[src/rtl/alu_exec_sequencer.sv]
// Operand/control sequencer feeding an 8-bit combinational ALU: IDLE -> EXEC -> WB.
// Optional retire counter output enabled by defining SEQ_RETIRE_CNT_EN.
module alu_exec_sequencer #(
  parameter int unsigned PC_W  = 8,
  parameter int unsigned IMM_W = 4
) (
  input  logic             clk,
  input  logic             rst,
  input  logic             instr_valid,
  output logic             instr_ready,
  input  logic [2:0]       instr_op,
  input  logic [1:0]       instr_rd,
  input  logic [1:0]       instr_rs1,
  input  logic [1:0]       instr_rs2,
  input  logic [IMM_W-1:0] instr_imm,
  input  logic             ld_en,
  input  logic [1:0]       ld_addr,
  input  logic [7:0]       ld_data,
  input  logic [1:0]       rd_addr,
  output logic [7:0]       rd_data,
  output logic [7:0]       alu_a,
  output logic [7:0]       alu_b,
  output logic [2:0]       alu_sel,
  input  logic [7:0]       alu_f,
  input  logic             alu_ovf,
  input  logic             alu_take_branch,
  output logic             wb_valid,
  output logic [1:0]       wb_rd,
  output logic [7:0]       wb_data,
  output logic [PC_W-1:0]  pc,
  output logic             ovf_sticky,
  input  logic             clr_ovf,
`ifdef SEQ_RETIRE_CNT_EN
  output logic [15:0]      retire_cnt,
`endif
  output logic             busy
);

  localparam int unsigned DW   = 8;
  localparam int unsigned NREG = 4;

  typedef enum logic [1:0] {IDLE = 2'd0, EXEC = 2'd1, WB = 2'd2} state_t;

  state_t state, state_nx;

  logic [DW-1:0]    regs [NREG];
  logic [2:0]       op_q;
  logic [1:0]       rd_q, rs1_q, rs2_q;
  logic [IMM_W-1:0] imm_q;
  logic [DW-1:0]    f_q;
  logic             ovf_q, tb_q;

  logic             accept, is_branch, set_ovf;
  logic [PC_W-1:0]  imm_sext, pc_nx;

  assign accept    = instr_valid & instr_ready;
  assign is_branch = op_q[2] & op_q[1];
  assign set_ovf   = (state == WB) && (op_q == 3'b000) && ovf_q;
  assign imm_sext  = {{(PC_W-IMM_W){imm_q[IMM_W-1]}}, imm_q};
  assign pc_nx     = (is_branch && tb_q) ? pc + imm_sext : pc + PC_W'(1);
  assign rd_data   = regs[rd_addr];

  // State register
  always_ff @(posedge clk) begin
    if (rst) state <= IDLE;
    else     state <= state_nx;
  end

  // Next-state logic
  always_comb begin
    state_nx = state;
    case (state)
      IDLE:    if (accept) state_nx = EXEC;
      EXEC:    state_nx = WB;
      WB:      state_nx = IDLE;
      default: state_nx = IDLE;
    endcase
  end

  // State-decoded outputs; ALU inputs only driven during EXEC
  always_comb begin
    instr_ready = 1'b0;
    busy        = 1'b1;
    alu_a       = '0;
    alu_b       = '0;
    alu_sel     = '0;
    case (state)
      IDLE: begin
        busy        = 1'b0;
        instr_ready = ~ld_en;
      end
      EXEC: begin
        alu_a   = regs[rs1_q];
        alu_b   = regs[rs2_q];
        alu_sel = op_q;
      end
      default: ;
    endcase
  end

  // Datapath: register file, instruction latches, ALU capture, writeback, PC
  always_ff @(posedge clk) begin
    if (rst) begin
      for (int unsigned i = 0; i < NREG; i++) regs[i] <= '0;
      op_q       <= '0;
      rd_q       <= '0;
      rs1_q      <= '0;
      rs2_q      <= '0;
      imm_q      <= '0;
      f_q        <= '0;
      ovf_q      <= 1'b0;
      tb_q       <= 1'b0;
      wb_valid   <= 1'b0;
      wb_rd      <= '0;
      wb_data    <= '0;
      pc         <= '0;
      ovf_sticky <= 1'b0;
    end else begin
      wb_valid <= 1'b0;
      case (state)
        IDLE: begin
          if (ld_en) begin
            regs[ld_addr] <= ld_data;
          end else if (accept) begin
            op_q  <= instr_op;
            rd_q  <= instr_rd;
            rs1_q <= instr_rs1;
            rs2_q <= instr_rs2;
            imm_q <= instr_imm;
          end
        end
        EXEC: begin
          f_q   <= alu_f;
          ovf_q <= alu_ovf;
          tb_q  <= alu_take_branch;
          // wb_* is registered here so it is visible throughout the WB cycle
          if (!is_branch) begin
            wb_valid <= 1'b1;
            wb_rd    <= rd_q;
            wb_data  <= alu_f;
          end
        end
        WB: begin
          if (!is_branch) regs[rd_q] <= f_q;
          pc <= pc_nx;
        end
        default: ;
      endcase
      if (set_ovf)      ovf_sticky <= 1'b1;
      else if (clr_ovf) ovf_sticky <= 1'b0;
    end
  end

`ifdef SEQ_RETIRE_CNT_EN
  // Counts every retirement, writebacks and branches alike
  always_ff @(posedge clk) begin
    if (rst)              retire_cnt <= '0;
    else if (state == WB) retire_cnt <= retire_cnt + 16'd1;
  end
`endif

endmodule

[config.mk]
export PLATFORM = sky130hd
export DESIGN_NAME = alu_exec_sequencer
export DESIGN_NICKNAME = d
export VERILOG_FILES = /design/src/rtl/alu_exec_sequencer.sv
export SDC_FILE = /design/constraint.sdc
export NUM_CORES = 1
export LEC_CHECK = 0
export BUFFER_PORTS_ARGS = -buffer_cell sky130_fd_sc_hd__buf_2
export CAP_MARGIN = 20
export CORE_MARGIN = 2
export CORE_UTILIZATION = 40
export CTS_CLUSTER_SIZE = 16
export DETAILED_ROUTE_END_ITERATION = 7
export GPL_TIMING_DRIVEN = 0
export PLACE_DENSITY = 0.62
export SLEW_MARGIN = 5
export SYNTH_ARGS = -nofsm -noshare
export SYNTH_HDL_FRONTEND = slang
export SYNTH_SLANG_ARGS = --single-unit
[constraint.sdc]
create_clock -name clk -period 2.7 [get_ports clk]
set_clock_uncertainty 0.15 [all_clocks]
set_input_delay 0.405 -clock clk [delete_from_list [all_inputs] [get_ports clk]]
set_output_delay 0.405 -clock clk [all_outputs]
set_load 0.005 [all_outputs]
* Yosys cells after proc, flatten, opt, wreduce, memory -nomap -nowiden
Memory sizes are Yosys's and may differ from the RTL's. A register that Yosys moved wholly into a read port is not among the register bits.
Index checks and enable logic that the tools add are counted.
** Operators by class
- Add/subtract/negate cells :: 2
- Muxes and demuxes :: 30
- Reductions and logical operators :: 11
- Equality and inequality tests :: 3
- Bitwise logic cells :: 5
** Operator list (count)
- $mux W8 :: 5
- $mux W1 :: 16
- $reduce_or A8 Y1 :: 2
- $mux W2 :: 7
- $add A8 B1 Y8 const B :: 1
- $add A8 B8 Y8 :: 1
- $pmux W2 S2 :: 1
- $logic_and A1 B1 Y1 :: 3
- $logic_not A3 Y1 :: 1
- $mux W3 :: 1
- $not A1 Y1 :: 3
- $reduce_and A3 Y1 :: 1
- $and A1 B1 Y1 :: 2
- $eq A2 B1 Y1 const B :: 1
- $eq A2 B2 Y1 const B :: 1
- $logic_not A2 Y1 :: 1
- $ne A2 B2 Y1 const B :: 1
- $reduce_and A2 Y1 :: 1
- $reduce_bool A2 Y1 :: 1
- $reduce_or A2 Y1 :: 1
** Storage, ports and cells
- Output and inout port bits :: 49
- Logic and storage cells :: 66
- Bits in writable memories :: 32
- Flip-flop bits (word level) :: 45
- Input bits :: 40
- Memories kept :: 1
** Memories
- regs :: words 4, bits a word 8, rd ports 3, clocked after Yosys merged registers in 2, write ports 4, RTL line 46 : logic [DW-1:0] regs [NREG];

* Logic depth before layout (Yosys ltp)
Gate-level depths: netlist of the first run.
- Depth after elaboration :: 7
- Mapped depth :: 11
- Depth with buffers taken out :: 10

* Worst setup path after synthesis of the first run
OpenSTA, ideal clock, no wires.
- Path kind :: register -> register
- Start point :: register op_q[2]
- End point :: register pc[7]
- Setup time :: 0.123 ns
- Arrival :: 2.386 ns
- Buffers on the path :: 1
- Period minus slack after synthesis :: 2.659 ns
- Stages on the path, launching flop included :: 10
- Required time :: 2.427 ns
- Setup slack :: 0.041 ns
- Cells stage by stage :: dfxtp_1 -> and2_1 -> clkbuf_1 -> and3_2 -> ha_1 -> a21oi_1 -> nand2_1 -> a2111o_1 -> a221oi_1 -> mux2_1
** On the way
- Word-level cells in the longest chain between the ends :: 3
** Ends and longest elaborated chain
- start, declared :: RTL line 47 : logic [2:0] op_q;
- start signal, assigned :: RTL line 125 : op_q <= instr_op;
- $and A1 B1 Y1 :: RTL line 57 : assign is_branch = op_q[2] & op_q[1];
- $logic_and A1 B1 Y1 :: RTL line 60 : assign pc_nx = (is_branch && tb_q) ? pc + imm_sext : pc + PC_W'(1);
- $mux W8 :: RTL line 60
- end signal, assigned :: RTL line 145 : pc <= pc_nx;
- end, declared :: RTL line 30 : output logic [PC_W-1:0] pc,
Every way passes these cells.
A chain may end at the register's enable or synchronous reset.

* Worst setup path after layout of the first run
Ends and elaborated chain as after synthesis.

==> impl_metrics.py, run 1 <==
metrics = {
    "yosys": {
        "ys_seq_area_share_pct": 47.8,
        "synth_area_mm2": 0.00406,
        "syn_inst": 396,
        "avgSynthCellArea_um2": 10.3,
        "ys_types": 54,
        "syn_nets": 440,
        "yosysWarnings": 0,
        "synth-seq-cells": 81,
    },
    "worst_setup_path": {
        "crit_fanout": 7,
        "path_class": "reg -> reg",
        "end_kind": "register",
        "cp_data_required_time_ps": 2800,
        "start_kind": "register",
        "cp.arrival_ps": 2750,
    },
    "clock_tree": {
        "cts_sinks": 81,
        "cts_hold_buf": 0,
        "clockBufferDepth": 2,
        "htreeDepth": 3,
        "numCtsBuffers": 9,
        "cts_root_buf": "clkbuf_8",
        "cts_tree": "built",
        "insertion_delay_ps": 360,
        "clkTransAtPathRegs_ps": 90,
    },
    "power_and_ir_drop": {
        "p_leak_nw": 1.94,
        "powerDensity_mw_per_mm2": 504,
        "ir_worst_vdd_v": 0.000266,
    },
    "detailed_routing": {
        "drc": 0,
        "wl_per_cell_um": 15.5,
        "routed_wl_mm": 9.75,
        "ant_nets": 0,
        "viasPerCell": 5.11,
        "vias": 3215,
        "drt-initial-drc-count": 187,
        "drt_pass1_iterations": 5,
    },
    "hold_path": {
        "hold_class": "in -> reg",
    },
    "timing": {
        "min_period_ps": 2650,
        "rsz0062_at_grt": "true",
        "period_share_pct": 98.1,
        "maxSlewHeadroom_pct": 41.0,
        "setup_violations": 0,
        "finalSetupTns_ps": 0,
        "slew_viol_final": 0,
        "fmax_ghz": 0.378,
        "worst_pin_slew_ps": 883,
        "finalHoldViolCount": 0,
    },
    "die": {
        "num_rows": 36,
        "die_area_mm2": 0.0110,
        "die_h_um": 105,
        "num_io_pins": 89,
        "start_util_pct": 41.3,
        "die_w_um": 105,
        "core_mm2": 0.00982,
    },
    "final_layout": {
        "final_util_pct": 49.4,
        "multi_input_area_mm2": 0.00195,
        "drive_gt1_share_pct": 32.1,
        "register_area_mm2": 0.00194,
        "areaGrowthSynthToFinish_pct": 19.5,
        "diodes": 0,
        "n_fill_cell": 967,
        "fin_nets": 535,
    },
    "run": {
        "cap_viol_max_count": 0,
    },
    "outcome": {
        "status": "finished, final reports clean",
    },
    "grt": {
        "antenna_found_initial": 0,
        "grt_max_degree": 16,
        "grt_pass1_wl_mm": 15.5,
        "first_global_vias": 3012,
        "grtUsageTotal_pct": 18.2,
        "grt_overflow_total": 0,
    },
    "place": {
        "routabilityCongestion": 0.807,
        "dp_hpwl_mm": 7.23,
        "port-buffer-count": 85,
    },
}
==> worst max-delay path, cell delays in order, from the launching register on <==
cell      delay, ps
dfxtp_2         350
and2_4          190
and3_2          220
ha_1            330
a21oi_2         230
nand2_2         100
a2111o_1        400
a221oi_2        240
mux2_1          340
==> final cells by class <==
type / count / area share, %
multi-input cells: 276 / 40.2
plain buffers: 25 / 2.78
well taps: 133 / 3.43
repair buffers: 86 / 8.92
clock inverters: 7 / 1.11
clock buffers: 9 / 2.55
flip-flops and latches: 81 / 40.1
inverters: 12 / 0.928
==> power breakdown <==
group	internal [W]	switching (W)	total, W
Clock	0.000340	0.000466	0.000805
Combinational	0.000129	0.000148	0.000278
Sequential	0.00133	0.0000349	0.00136
Total	0.00180	0.000649	0.00244
==> registers in the layout, summed over array words and instances (netlist names), named ones only <==
| signal | flops |
|---|---|
| rs2_q | 2 |
| f_q | 8 |
| wb_rd | 2 |
| imm_q | 4 |
| wb_valid | 1 |
| regs | 32 |
| op_q | 3 |
| tb_q | 1 |
| rs1_q | 2 |
| pc | 8 |
| ovf_sticky | 1 |
| rd_q | 2 |
| ovf_q | 1 |
| state | 2 |
| wb_data | 8 |
==> path summary, 6_finish.rpt <==
| path | slack, ps | startpoint | cells past startpoint | endpoint |
|---|---|---|---|---|
| worst min register to register | 310 | rs1_q[0]$_SDFFE_PP0N_ | 2 | register |
| worst max register to register | 50 | op_q[2]$_SDFFE_PP0N_ | 8 | pc[7]$_SDFFE_PP0N_ |
| worst min-delay path | 130 | instr_imm[2] | 3 | imm_q[2]$_SDFFE_PP0N_ |
| worst max-delay path | 50 | op_q[2]$_SDFFE_PP0N_ | 8 | pc[7]$_SDFFE_PP0N_ |
==> metrics by stage <==
stage          setup WS [ps]  power [W]  hold WS, ps  cells  cell area [µm²]
4_1_cts                 55.4    0.00247          117    629             4840
5_1_grt                -53.6    0.00257          121    629             4850
3_3_place_gp            -254    0.00166          292    614             4650
3_5_place_dp            -259    0.00167          297    614             4660
6_report                51.7    0.00244          132    629             4850
2_1_floorplan           40.6    0.00155          281    396             4060
==> placed cells by master (no fill, tap or decap), types with 4 or more instances in the layout <==
cell and count:
nor2b_1 7, and2_1 20, nand2b_1 6, clkbuf_1 12, nand3_1 4, nor2_1 42
edfxtp_1 32, dfxtp_1 47, mux4_2 24, a21oi_1 39, inv_1 12, buf_2 90
nand2_1 72, clkbuf_8 9, nand4_1 4, a22oi_1 8, buf_6 4
==> Yosys cell counts (all sizes together) <==
cell type   n  share of area (%)
a2111o      1               0.28
a2111oi     1               0.22
a211oi      3               0.55
a21o        1               0.18
a21oi      41                5.1
a221oi      1               0.22
a22oi       8                1.5
a2bb2oi     1               0.37
a31oi       1               0.15
a32oi       1               0.68
and2       21                3.2
and3        3               0.52
and4        1               0.25
buf        12                2.1
clkbuf     15                1.4
dfxtp      49                 24
edfxtp     32                 24
fa          1               0.49
ha          3               0.92
inv        12                1.1
mux2        2               0.55
mux4       24                 13
nand2      73                6.7
nand2b      7                1.1
nand3       4               0.49
nand3b      1               0.18
nand4       4               0.62
nor2       44                4.3
nor2b       7                1.1
nor3        4               0.62
nor3b       1               0.31
nor4b       1               0.22
o211ai      2               0.37
o21ai       2               0.34
o311a       1               0.25
o31a        1               0.22
o41a        1               0.28
or2         4               0.62
or4         2               0.46
or4b        1               0.34
xnor2       2               0.43
==> routing by layer <==
layer | global-route usage [%] | vias up | routed length, µm
met5 | 0 | - | 0
met3 | 5.24 | 14 | 478
met1 | 23.5 | 1521 | 4310
met4 | 5.52 | 0 | 170
met2 | 29.6 | 87 | 4780
li1 | - | 1593 | -
==> timing repair <==
item,CTS,global route
setup endpoints to repair,12,4
gates resized for setup,5,3
cloned,0,0
pin swaps,0,1
buffers inserted,0,1
==> cells by family (layout without fill, tap and decap cells) <==
logic type               Yosys count  count (layout)  share of synthesized area, %
AO/OA/AOI/OAI                     66              66                          10.7
XOR/XNOR                           2               2                         0.432
adder cells (fa/ha/maj)            4               4                          1.42
buffers and inverters             39             139                          4.59
flip-flops                        81              81                          47.8
multiplexers                      26              26                          13.9
AND/OR/NAND/NOR                  178             178                          21.1
Note: power is estimated with default switching activity, not from simulation.
==> inputs of run 2 (changes only) <==
Settings changed: CORE_UTILIZATION 40 to 49, PLACE_DENSITY 0.62 to 0.78.
==> run 2 against run 1 <==
Net effect:
- power grew 5.4%
- maximum frequency is 2.8% higher
- clock-buffer cell count up 2
- die area down 18%
- sequential power about the same
- final cell count decreased by 4.5%
- critical endpoint unchanged
==> impl_metrics.py, run 2 (synthesis gave the netlist of run 1 again) <==
metrics = {
    "die": {
        "num_io_pins": 89,
        "num_rows": 33,
        "start_util_pct": 49.9,
        "die_area_mm2": 0.00903,
        "core_mm2": 0.00813,
        "die_w_um": 95.0,
        "die_h_um": 95.0,
    },
    "grt": {
        "grt_overflow_total": 0,
        "grt_pass1_wl_mm": 15.5,
        "grt_max_degree": 16,
        "grtUsageTotal_pct": 22.8,
        "antenna_found_initial": 0,
        "first_global_vias": 3178,
    },
    "detailed_routing": {
        "drc": 0,
        "vias": 3272,
        "wl_per_cell_um": 16.3,
        "viasPerCell": 5.44,
        "ant_nets": 0,
        "drt-initial-drc-count": 222,
        "routed_wl_mm": 9.81,
        "drt_pass1_iterations": 5,
    },
    "timing": {
        "maxSlewHeadroom_pct": 44.2,
        "worst_pin_slew_ps": 836,
        "rsz0062_at_grt": "false",
        "slew_viol_final": 0,
        "finalHoldViolCount": 0,
        "period_share_pct": 95.4,
        "min_period_ps": 2580,
        "fmax_ghz": 0.388,
        "setup_violations": 0,
        "finalSetupTns_ps": 0,
    },
    "clock_tree": {
        "numCtsBuffers": 9,
        "cts_tree": "built",
        "cts_root_buf": "clkbuf_8",
        "insertion_delay_ps": 350,
        "clockBufferDepth": 2,
        "htreeDepth": 3,
        "cts_sinks": 81,
        "clkTransAtPathRegs_ps": 80,
    },
    "final_layout": {
        "areaGrowthSynthToFinish_pct": 19.9,
        "layout_common_cells": "90 x buf_2, 72 x nand2_1, 47 x dfxtp_1, 42 x nor2_1, 39 x a21oi_1",
        "largest_reg_flops": 32,
        "max_flop_register": "regs",
        "final_area_mm2": 0.00487,
        "drive_gt1_share_pct": 32.3,
        "final_common_cell": "buf_2",
        "fin_nets": 535,
        "diodes": 0,
    },
    "worst_setup_path": {
        "crit_fanout": 7,
        "end_kind": "register",
        "cp.arrival_ps": 2670,
        "path_class": "reg -> reg",
        "r2r_start": "op_q[2]$_SDFFE_PP0N_",
        "start_kind": "register",
        "startpoint": "op_q[2]$_SDFFE_PP0N_",
        "cp_data_required_time_ps": 2790,
    },
    "power_and_ir_drop": {
        "p_leak_nw": 1.96,
        "powerDensity_mw_per_mm2": 529,
        "ir_worst_vdd_v": 0.000283,
    },
    "place": {
        "port-buffer-count": 85,
        "dp_hpwl_mm": 7.24,
        "place_area_mm2": 0.00462,
        "routabilityCongestion": 0.850,
    },
    "hold_path": {
        "hold_class": "in -> reg",
        "hold_path.startpoint": "instr_imm[1]",
    },
    "outcome": {
        "status": "finished, final reports clean",
    },
    "run": {
        "cap_viol_max_count": 0,
    },
}
run 2: what timing repair did:
action | 4_1_cts | 5_1_grt
pin swaps | 1 | 2
endpoints found under the setup margin | 3 | 12
hold buffers | 0 | 0
setup buffers | 1 | 0
gates resized for setup | 4 | 6
run 2: metal layers:
layer	up-vias	routed length [µm]	share of wire, %	global-route usage (%)
met5	-	0	0	0
met4	0	143	1.5	8.09
met3	15	602	6.1	4.90
met2	102	5130	52	39.5
met1	1561	3940	40	28.1
li1	1594	-	-	-
run 2: power by group:
part           internal (W)  switching (W)  leakage [nW]
logic              0.000129       0.000147          1.12
registers           0.00133      0.0000368         0.733
clock network      0.000489       0.000446         0.106
run 2: through the flow:
step / hold slack, ps / power (W) / util (%) / cells / setup slack [ps]
floorplan: 281 / 0.00155 / - / 396 / 40.6
global placement: 291 / 0.00165 / 56.8 / 586 / -225
detailed placement: 296 / 0.00167 / 56.8 / 586 / -316
CTS: 121 / 0.00259 / 59.7 / 602 / 16.4
global route: 127 / 0.00268 / 59.8 / 601 / 30.5
finish: 131 / 0.00258 / 59.8 / 601 / 124
run 2: worst paths after layout:
kind	endpoint	slack (ps)	depth (start not counted)
max	pc[7]$_SDFFE_PP0N_	120	8
max reg2reg	pc[7]$_SDFFE_PP0N_	120	8
min reg2reg	wb_data[2]$_SDFFE_PP0P_	300	2
min	imm_q[1]$_SDFFE_PP0N_	130	3
run 2: area by class of cell:
| class | instances | area (µm²) |
|---|---|---|
| Clock buffer | 11 | 153 |
| Inverter | 12 | 45.0 |
| Fill cell | 684 | 3270 |
| Buffer | 25 | 135 |
| Multi-Input combinational cell | 276 | 1960 |
| Timing Repair Buffer | 86 | 433 |
| Tap cell | 105 | 131 |
| Sequential cell | 81 | 1940 |
| Clock inverter | 5 | 61.3 |
run 2: critical path, stage by stage, from the launching register on:
cell	delay, ps
dfxtp_2	380
and2_4	200
and3_2	230
ha_4	210
a21oi_2	180
nand2_2	100
a2111o_1	400
a221oi_2	260
mux2_1	350
==> inputs of run 3 (changes only) <==
Settings changed: CORE_ASPECT_RATIO set to 0.75.
==> run 3 against run 2 <==
Net effect:
- die area barely moved
- critical path depth is the same
- sequential power about the same
- power decreased by 0.47%
==> impl_metrics.py, run 3 (synthesis gave the netlist of run 1 again) <==
metrics = {
    "timing": {
        "setup_violations": 0,
        "worst_pin_slew_ps": 699,
        "setup_ws_ps": 139,
        "slew_viol_final": 0,
        "fmax_ghz": 0.391,
        "hold_slack_ps": 133,
        "finalHoldViolCount": 0,
        "period_share_pct": 94.8,
        "maxSlewHeadroom_pct": 53.1,
        "finalSetupTns_ps": 0,
        "min_period_ps": 2560,
        "rsz0062_at_grt": "false",
    },
    "detailed_routing": {
        "wl_per_cell_um": 16.2,
        "routed_wl_mm": 9.75,
        "viasPerCell": 5.47,
        "drt_pass1_iterations": 4,
        "drt-initial-drc-count": 223,
        "drc": 0,
        "vias": 3292,
        "ant_nets": 0,
    },
    "power_and_ir_drop": {
        "p_comb_share_pct": 10.8,
        "powerDensity_mw_per_mm2": 528,
        "pwr-share-clk_pct": 36.0,
        "ir_worst_vdd_v": 0.000340,
        "power_w": 0.00256,
        "sequentialPowerShare_pct": 53.2,
        "switching_share_pct": 25.1,
        "p_leak_nw": 1.96,
        "p_int_w": 0.00192,
        "p_sw_w": 0.000644,
    },
    "hold_path": {
        "hold_class": "in -> reg",
    },
    "run": {
        "cap_viol_max_count": 0,
    },
    "die": {
        "die_h_um": 82.8,
        "core_mm2": 0.00795,
        "num_rows": 28,
        "start_util_pct": 51.1,
        "die_w_um": 109,
        "num_io_pins": 89,
        "die_area_mm2": 0.00904,
    },
    "grt": {
        "grt_overflow_total": 0,
        "first_global_vias": 3227,
        "grt_max_degree": 16,
        "grt_use_met3_pct": 6.12,
        "grtUsageTotal_pct": 22.9,
        "grt_pass1_wl_mm": 15.7,
        "use_met1_pct": 30.5,
        "antenna_found_initial": 1,
        "use_met2_pct": 37.3,
        "top_usage_layer": "met2",
    },
    "clock_tree": {
        "htreeDepth": 3,
        "cts_sinks": 81,
        "cts_tree": "built",
        "numCtsBuffers": 9,
        "cts_setup_buffers": 0,
        "cts_hold_buf": 0,
        "cts_root_buf": "clkbuf_8",
        "clkTransAtPathRegs_ps": 90,
        "insertion_delay_ps": 350,
        "clockBufferDepth": 2,
    },
    "final_layout": {
        "final_util_pct": 61.1,
        "largest_reg_flops": 32,
        "multi_input_area_mm2": 0.00196,
        "register_area_mm2": 0.00194,
        "drive_gt1_share_pct": 32.3,
        "n_fill_cell": 653,
        "max_flop_register": "regs",
        "final_common_cell": "buf_2",
        "fin_nets": 535,
        "layout_common_cells": "90 x buf_2, 72 x nand2_1, 47 x dfxtp_1, 42 x nor2_1, 39 x a21oi_1",
        "areaGrowthSynthToFinish_pct": 19.7,
    },
    "worst_setup_path": {
        "reg2reg_depth": 8,
        "worstSetupPathDepth": 8,
        "r2r_start": "op_q[1]$_SDFFE_PP0N_",
        "cp_data_required_time_ps": 2790,
        "crit_fanout": 7,
        "start_kind": "register",
        "cp.arrival_ps": 2650,
        "cp_top_family": "compound AO/OA/AOI/OAI gates",
        "max_stage_delay_ps": 410,
        "crit_end": "pc[7]$_SDFFE_PP0N_",
        "path_class": "reg -> reg",
        "ff2ff_setup_slack_ps": 140,
        "path_cells": "and2_4 -> and3_2 -> ha_4 -> a21oi_2 -> nand2_2 -> a2111o_1 -> a221oi_2 -> mux2_1",
        "end_kind": "register",
        "startpoint": "op_q[1]$_SDFFE_PP0N_",
        "regToRegEndpoint": "pc[7]$_SDFFE_PP0N_",
        "cp_slowest_cell": "a2111o_1",
        "path_buf_inv": 0,
    },
    "place": {
        "port-buffer-count": 85,
        "post-place-ws_ps": -293,
        "routabilityCongestion": 0.835,
        "dp_hpwl_mm": 7.33,
    },
    "outcome": {
        "status": "finished, final reports clean",
    },
}
## run 3: changes by cell type in the layout (fill, tap and decap cells not counted)
cell | before | now
clkinv_4 | 1 | 0
inv_6 | 1 | 3
clkbuf_16 | 1 | 0
a211oi_2 | 1 | 0
a211oi_1 | 2 | 3
clkbuf_8 | 9 | 10
clkbuf_1 | 13 | 12
diode_2 | 0 | 1
## run 3: area by class of cell
| cell class | count | area share (%) |
|---|---|---|
| inverters | 12 | 0.927 |
| diodes | 1 | 0.0515 |
| multi-input cells | 276 | 40.3 |
| clock inverters | 6 | 1.44 |
| plain buffers | 25 | 2.78 |
| clock buffers | 10 | 2.83 |
| flip-flops and latches | 81 | 40.0 |
| well taps | 105 | 2.70 |
| repair buffers | 86 | 8.91 |
## run 3: worst min path at each step
stage,from,to,depth (start not counted)
2_1_floorplan,imm_q[0]$_SDFFE_PP0N_,imm_q[0]$_SDFFE_PP0N_,2
3_3_place_gp,wb_data[0]$_SDFFE_PP0P_,wb_data[0]$_SDFFE_PP0P_,2
3_5_place_dp,wb_data[1]$_SDFFE_PP0P_,wb_data[1]$_SDFFE_PP0P_,2
4_1_cts,instr_op[0],op_q[0]$_SDFFE_PP0N_,3
5_1_grt,instr_op[1],op_q[1]$_SDFFE_PP0N_,3
6_report,instr_op[0],op_q[0]$_SDFFE_PP0N_,3
## run 3: power by group through the flow
stage               registers (W)  logic (W)  clock network, W
floorplan                 0.00138   0.000176                 0
global placement          0.00139   0.000267                 0
detailed placement        0.00139   0.000279                 0
CTS                       0.00136   0.000280          0.000941
global route              0.00137   0.000306          0.000986
finish                    0.00136   0.000278          0.000922
## run 3: layer usage
metal,part of all wire (%),vias to the layer above
met5,0,-
met4,1.0,0
met3,7.5,9
met2,47,112
met1,44,1573
li1,-,1598
## run 3: worst min-delay path: stages
cell     delay [ps]
buf_2           100
nand2_1          50
a21oi_1          50
## run 3: repair_timing
item	4_1_cts	5_1_grt
endpoints found under the setup margin	3	12
gates resized for setup	4	6
pin swaps	1	1
## run 3: metrics by stage
stage,cell area [µm²],instances
6_report,4860,602
3_3_place_gp,4620,586
3_5_place_dp,4620,587
5_1_grt,4860,601
2_1_floorplan,4060,396
4_1_cts,4840,602
